`src/rtl/keccak_permute_ctrl.sv`:
```
// -----------------------------------------------------------------------------
// keccak_permute_ctrl
//
// Control FSM for the Keccak-f permutation stage of the SHAKE pipeline. It sits
// between the input block buffer and the output digest buffer and sequences the
// absorb, permute, dump and squeeze phases. It owns the round-group counter,
// supports unrolled rounds, counts the requested output blocks and flags the
// final output block.
//
// Optional feature macro: PERMUTE_PERF_CNT_EN
//   defined   : perf_blocks counts in_ack pulses, perf_stalls counts DUMP cycles
//               with out_ready low; both are 32-bit, saturate and clear on rst.
//   undefined : both perf ports are tied to 0 and no counter flops exist.
//
// Ports
//   clk, rst      clock, synchronous active-high reset
//   in_valid      input buffer holds a block
//   in_last       held block is the message's last (qualified by in_valid)
//   in_outblocks  output blocks requested, sampled with a message's first block
//   in_ack        one-cycle pulse, block consumed
//   out_ready     output buffer free
//   out_we        write the current state into the output buffer
//   out_last      qualifies out_we: final output block
//   state_reset   zero the Keccak state
//   ctrl_load     capture per-message control into the datapath
//   absorb_en     XOR the input block into the state
//   round_en      apply ROUND_UNROLL rounds this cycle
//   round_idx     round-group index (0 whenever round_en is low)
//   busy          message in progress
//   perf_blocks   absorbed-block count
//   perf_stalls   output-stall cycle count
//
// Handshake: a block is taken from the input buffer exactly in the cycle where
// in_ack is high (in_valid was high in IDLE or WAIT_IN); an output block is
// written exactly in the cycle where out_we is high (out_ready was high in
// DUMP). All control outputs are combinational (Mealy) and forced to 0 while
// rst is high.
// -----------------------------------------------------------------------------
module keccak_permute_ctrl #(
  parameter int NUM_ROUNDS   = 24,
  parameter int ROUND_UNROLL = 1,
  parameter int OUT_CNT_W    = 16,
  localparam int RC  = NUM_ROUNDS / ROUND_UNROLL,
  localparam int RIW = (RC > 1) ? $clog2(RC) : 1
) (
  input  logic                 clk,
  input  logic                 rst,
  input  logic                 in_valid,
  input  logic                 in_last,
  input  logic [OUT_CNT_W-1:0] in_outblocks,
  output logic                 in_ack,
  input  logic                 out_ready,
  output logic                 out_we,
  output logic                 out_last,
  output logic                 state_reset,
  output logic                 ctrl_load,
  output logic                 absorb_en,
  output logic                 round_en,
  output logic [RIW-1:0]       round_idx,
  output logic                 busy,
  output logic [31:0]          perf_blocks,
  output logic [31:0]          perf_stalls
);

  typedef enum logic [2:0] {
    S_INIT    = 3'd0,
    S_IDLE    = 3'd1,
    S_ABSORB  = 3'd2,
    S_PERMUTE = 3'd3,
    S_WAIT_IN = 3'd4,
    S_DUMP    = 3'd5
  } state_t;

  state_t               state_q, state_d;
  logic                 last_q, last_d;
  logic                 sq_q, sq_d;
  logic [OUT_CNT_W-1:0] rem_q, rem_d;
  logic [RIW-1:0]       rnd_q, rnd_d;

  always_comb begin
    state_d     = state_q;
    last_d      = last_q;
    sq_d        = sq_q;
    rem_d       = rem_q;
    rnd_d       = rnd_q;
    in_ack      = 1'b0;
    out_we      = 1'b0;
    out_last    = 1'b0;
    state_reset = 1'b0;
    ctrl_load   = 1'b0;
    absorb_en   = 1'b0;
    round_en    = 1'b0;
    round_idx   = '0;
    busy        = 1'b0;
    // While rst is high every output stays 0; the register block forces INIT.
    if (!rst) begin
      case (state_q)
        S_INIT: begin
          state_reset = 1'b1;
          state_d     = S_IDLE;
        end
        S_IDLE: begin
          if (in_valid) begin
            absorb_en = 1'b1;
            in_ack    = 1'b1;
            ctrl_load = 1'b1;
            last_d    = in_last;
            // A request of zero output blocks still yields one block.
            rem_d     = (in_outblocks == '0) ? OUT_CNT_W'(1) : in_outblocks;
            sq_d      = 1'b0;
            state_d   = S_PERMUTE;
          end
        end
        S_PERMUTE: begin
          busy      = 1'b1;
          round_en  = 1'b1;
          round_idx = rnd_q;
          if (rnd_q == RIW'(RC - 1)) begin
            rnd_d = '0;
            if (sq_q || last_q) begin
              sq_d    = 1'b1;
              state_d = S_DUMP;
            end else begin
              state_d = S_WAIT_IN;
            end
          end else begin
            rnd_d = rnd_q + RIW'(1);
          end
        end
        S_WAIT_IN: begin
          busy = 1'b1;
          if (in_valid) begin
            absorb_en = 1'b1;
            in_ack    = 1'b1;
            last_d    = in_last;
            state_d   = S_PERMUTE;
          end
        end
        S_DUMP: begin
          busy = 1'b1;
          // in_valid is deliberately ignored here; a new message waits for IDLE.
          if (out_ready) begin
            out_we   = 1'b1;
            out_last = (rem_q == OUT_CNT_W'(1));
            rem_d    = rem_q - OUT_CNT_W'(1);
            if (rem_q == OUT_CNT_W'(1)) begin
              state_reset = 1'b1;
              state_d     = S_IDLE;
            end else begin
              state_d = S_PERMUTE;
            end
          end
        end
        S_ABSORB: begin
          // Absorption is folded into the accepting IDLE/WAIT_IN cycle, so this
          // encoding is never entered; recover through INIT if it ever is.
          busy    = 1'b1;
          state_d = S_INIT;
        end
        default: state_d = S_INIT;
      endcase
    end
  end

  always_ff @(posedge clk) begin
    if (rst) begin
      state_q <= S_INIT;
      last_q  <= 1'b0;
      sq_q    <= 1'b0;
      rem_q   <= '0;
      rnd_q   <= '0;
    end else begin
      state_q <= state_d;
      last_q  <= last_d;
      sq_q    <= sq_d;
      rem_q   <= rem_d;
      rnd_q   <= rnd_d;
    end
  end

`ifdef PERMUTE_PERF_CNT_EN
  logic [31:0] perf_blocks_q;
  logic [31:0] perf_stalls_q;

  always_ff @(posedge clk) begin
    if (rst) begin
      perf_blocks_q <= '0;
      perf_stalls_q <= '0;
    end else begin
      if (in_ack && (perf_blocks_q != '1)) begin
        perf_blocks_q <= perf_blocks_q + 32'd1;
      end
      if ((state_q == S_DUMP) && !out_ready && (perf_stalls_q != '1)) begin
        perf_stalls_q <= perf_stalls_q + 32'd1;
      end
    end
  end

  assign perf_blocks = perf_blocks_q;
  assign perf_stalls = perf_stalls_q;
`else
  assign perf_blocks = '0;
  assign perf_stalls = '0;
`endif

endmodule

```
`config.mk`:
```
export PLATFORM = sky130hd
export DESIGN_NAME = keccak_permute_ctrl
export DESIGN_NICKNAME = d
export VERILOG_FILES = /design/src/rtl/keccak_permute_ctrl.sv
export SDC_FILE = /design/constraint.sdc
export NUM_CORES = 1
export LEC_CHECK = 0
export CORE_MARGIN = 1
export CORE_UTILIZATION = 30
export DETAILED_ROUTE_END_ITERATION = 6
export GPL_TIMING_DRIVEN = 1
export PLACE_DENSITY = 0.72
export SLEW_MARGIN = 20
export SYNTH_ARGS = -nofsm -noshare
export SYNTH_HDL_FRONTEND = slang
export SYNTH_SLANG_ARGS = --single-unit
```
`constraint.sdc`:
```
create_clock -name clk -period 1.85 [get_ports clk]
set_input_delay 0.185 -clock clk [delete_from_list [all_inputs] [get_ports clk]]
set_output_delay 0.185 -clock clk [all_outputs]
set_load 0.01 [all_outputs]
```
==> impl_metrics.tcl <==
set metrics [dict create \
    status "complete, but fails checks" \
    violations "negative setup slack" \
    p_seq_frac 0.406 \
    place_congestion 0.884 \
    ant_nets 0 \
    cp_max_fo 2 \
    cts_tree "done" \
    die_area_sq_mm 0.00804 \
    crit_path_start_kind "register" \
    switching_share 0.330 \
    grt-ovfl-total 0 \
    nNetsFinal 393 \
    fin_worst_skew_ns 0.00237 \
    fillers 766 \
    initial_core_util 0.314 \
    setup_violations 2 \
    worstHoldPathType "reg2reg" \
    hold_ws_ns 0.497 \
    clk_pin_slew_ns 0.09 \
    avgSynthCellArea_sq_um 7.84 \
    worstSetupPathType "reg2out" \
    arrival_ns 1.79 \
    synth-seq-cells 26 \
    drt_iter0_markers 170 \
    grt_pass1_vias 2121 \
    fin_util 0.404 \
    max_cap_viol_count 0 \
    boundaryPins 98 \
    ys_types 65 \
    syn2layout_area_growth_pct 28.4 \
    rows 31 \
    slowest_stage "or4_4" \
    synth_top_area_share 0.226 \
    pre_cts_slack_ns -0.402 \
    hold_viol 0 \
    synthFlopType "dfxtp_1" \
    cts-htree-levels 1 \
    pwr-share-clk 0.256 \
    p_comb_frac 0.339 \
    max_freq_mhz 505 \
    cts-root-buf "clkbuf_8" \
    setup_ws_ns -0.129 \
    grt_max_degree 21 \
    diodes 0 \
    syn-cell-area_sq_mm 0.00230 \
    clock_latency_ns 0.28 \
    die_y_um 89.7 \
    maxSlewViolCount 0 \
    syn_inst 294 \
    synth.area.top_cells "dfxtp_1, buf_4, nand2_1, nor2_1, a21oi_1" \
    peakVddDrop_mv 0.230 \
    grtUsageTotal 0.158 \
    wire_per_inst_um 13.3 \
    p_switching_w 0.000491 \
    async_reset_ff_frac 0 \
    fp.coreArea_sq_mm 0.00733 \
    routed_wl_mm 6.20 \
    port_buffers 33 \
    clkSinkCount 26 \
    place_hpwl_mm 4.67 \
    vias 2267 \
    yosys.area.top_type "dfxtp_1" \
    hold_buffers 0 \
    tns_ns -0.147 \
    end_kind "output pin" \
    cpPeakStageDelay_ns 0.44 \
    drt-vias-per-instance 4.85 \
    grt_pass1_wl_mm 9.91 \
    timing.final.crit_period_ns 1.98 \
    first_pass_iters 4 \
    cts.path.max_buffers 2 \
    synth_edf_count 0 \
    path_cells "nor4_4, nand2_2, or4_4, o21ai_2, buf_2" \
    die_x_um 89.7 \
    yosysSeqAreaShare 0.226 \
    leakagePower_nw 1.34 \
    required_ns 1.66 \
    yosysWarnings 0 \
    finalCritPeriodShare 1.07 \
    drc 0 \
    drive_above_1_share 0.247 \
    p_int_w 0.000998 \
    rsz0062_at_grt "yes" \
    antenna_found_initial 0 \
    powerDensity_mw_per_mm2 503 \
    cts_made_buffers 3 \
]
## through the flow
step           total power, W  cells  area [sq um]
2_1_floorplan        0.000979    357          2540
3_3_place_gp          0.00107    459          2830
3_5_place_dp          0.00108    459          2830
4_1_cts               0.00147    464          2910
5_1_grt               0.00156    467          2960
6_report              0.00149    467          2960
## registers in the layout, indices dropped and copies added (netlist names)
signal	cells
last_q	1
sq_q	1
rnd_q	5
rem_q	16
state_q	3
## final timing paths
path	start	endpoint	slack, ns	cells past startpoint
min	sq_q	sq_q	0.50	2
max	rem_q[12]	state_reset	-0.13	5
min reg2reg	sq_q	sq_q	0.50	2
max reg2reg	rem_q[0]	rem_q[12]	0.06	7
## kinds of logic (layout without fill, tap and decap cells)
logic type	Yosys count	count (layout)	synth area share
flip-flops	26	26	0.226
AND/OR/NAND/NOR	104	104	0.270
multiplexers	8	8	0.0385
other	1	64	0.00163
AO/OA/AOI/OAI	62	62	0.185
buffers and inverters	87	98	0.252
adder cells (fa/ha/maj)	3	3	0.0163
XOR/XNOR	3	3	0.0114
## worst max-delay path: cells and delay by family, from the launching register on
| kind | cells | cell delay, ns |
|---|---|---|
| AOI/OAI and AO/OA | 1 | 0.14 |
| DFF | 1 | 0.35 |
| buffers and inverters | 1 | 0.15 |
| and+or+nand+nor | 3 | 0.87 |
## synthesized netlist by cell type (5+ instances only)
master and instances:
buf_4 66, dfxtp_1 26, nand2_1 20, nor2_1 18
a21oi_1 13, o21ai_0 11, nand3_1 10, nor3_1 9
inv_1 8, and3_1 6, clkbuf_1 6, nor4_1 6
a31oi_1 5, buf_2 5
## power by group through the flow
stage / Combinational [W] / Sequential, W / Clock (W)
3_3_place_gp: 0.000459 / 0.000614 / 0
4_1_cts: 0.000481 / 0.000604 / 0.000388
3_5_place_dp: 0.000469 / 0.000616 / 0
2_1_floorplan: 0.000356 / 0.000623 / 0
5_1_grt: 0.000550 / 0.000607 / 0.000407
6_report: 0.000504 / 0.000604 / 0.000381
## final cells by class
class | instances | area, sq um | area share
Clock buffer | 4 | 55.1 | 0.0186
Inverter | 8 | 33.8 | 0.0114
Multi-Input combinational cell | 244 | 1490 | 0.504
Sequential cell | 26 | 531 | 0.179
Tap cell | 99 | 124 | 0.0418
Timing Repair Buffer | 86 | 726 | 0.245
## per-layer routing
layer / share of wire / vias to the layer above / GRT usage / wire (um)
li1: - / 1078 / - / -
met1: 0.45 / 1070 / 0.195 / 2760
met2: 0.49 / 106 / 0.281 / 3040
met3: 0.040 / 13 / 0.00914 / 250
met4: 0.024 / 0 / 0.0765 / 147
met5: 0 / - / 0 / 0
## cell usage in the layout, fill, tap and decap left out, types with 2 or more instances in the layout
cell	count
clkdlybuf4s50_1	20
buf_4	51
o21ai_0	9
o31ai_1	4
nor4_1	5
nand2_2	4
a21boi_0	4
nand2b_1	2
nor2_1	18
dfxtp_2	5
nand4_1	2
buf_2	2
clkbuf_8	4
mux2_2	3
nor4_4	3
o211ai_1	4
nor3_1	8
nand4b_1	4
inv_1	7
nand3_1	10
a21oi_1	13
o32ai_1	2
clkdlybuf4s15_1	4
nor2b_1	2
o22ai_1	3
and3_1	6
dlygate4sd2_1	7
a31oi_1	5
or4_1	2
ha_1	2
nand2_1	17
dfxtp_1	20
o211a_1	2
conb_1	64
nand3b_1	2
xor2_1	2
mux2i_1	4
## repair_timing
item / in CTS / in global routing
endpoints found under the setup margin: 15 / 13
pin swaps: 6 / 2
setup buffers: 2 / 3
resized for setup: 34 / 14
hold endpoints to repair: 0 / 0
gates cloned: 0 / 0
Power figures use the tool's default switching activity.
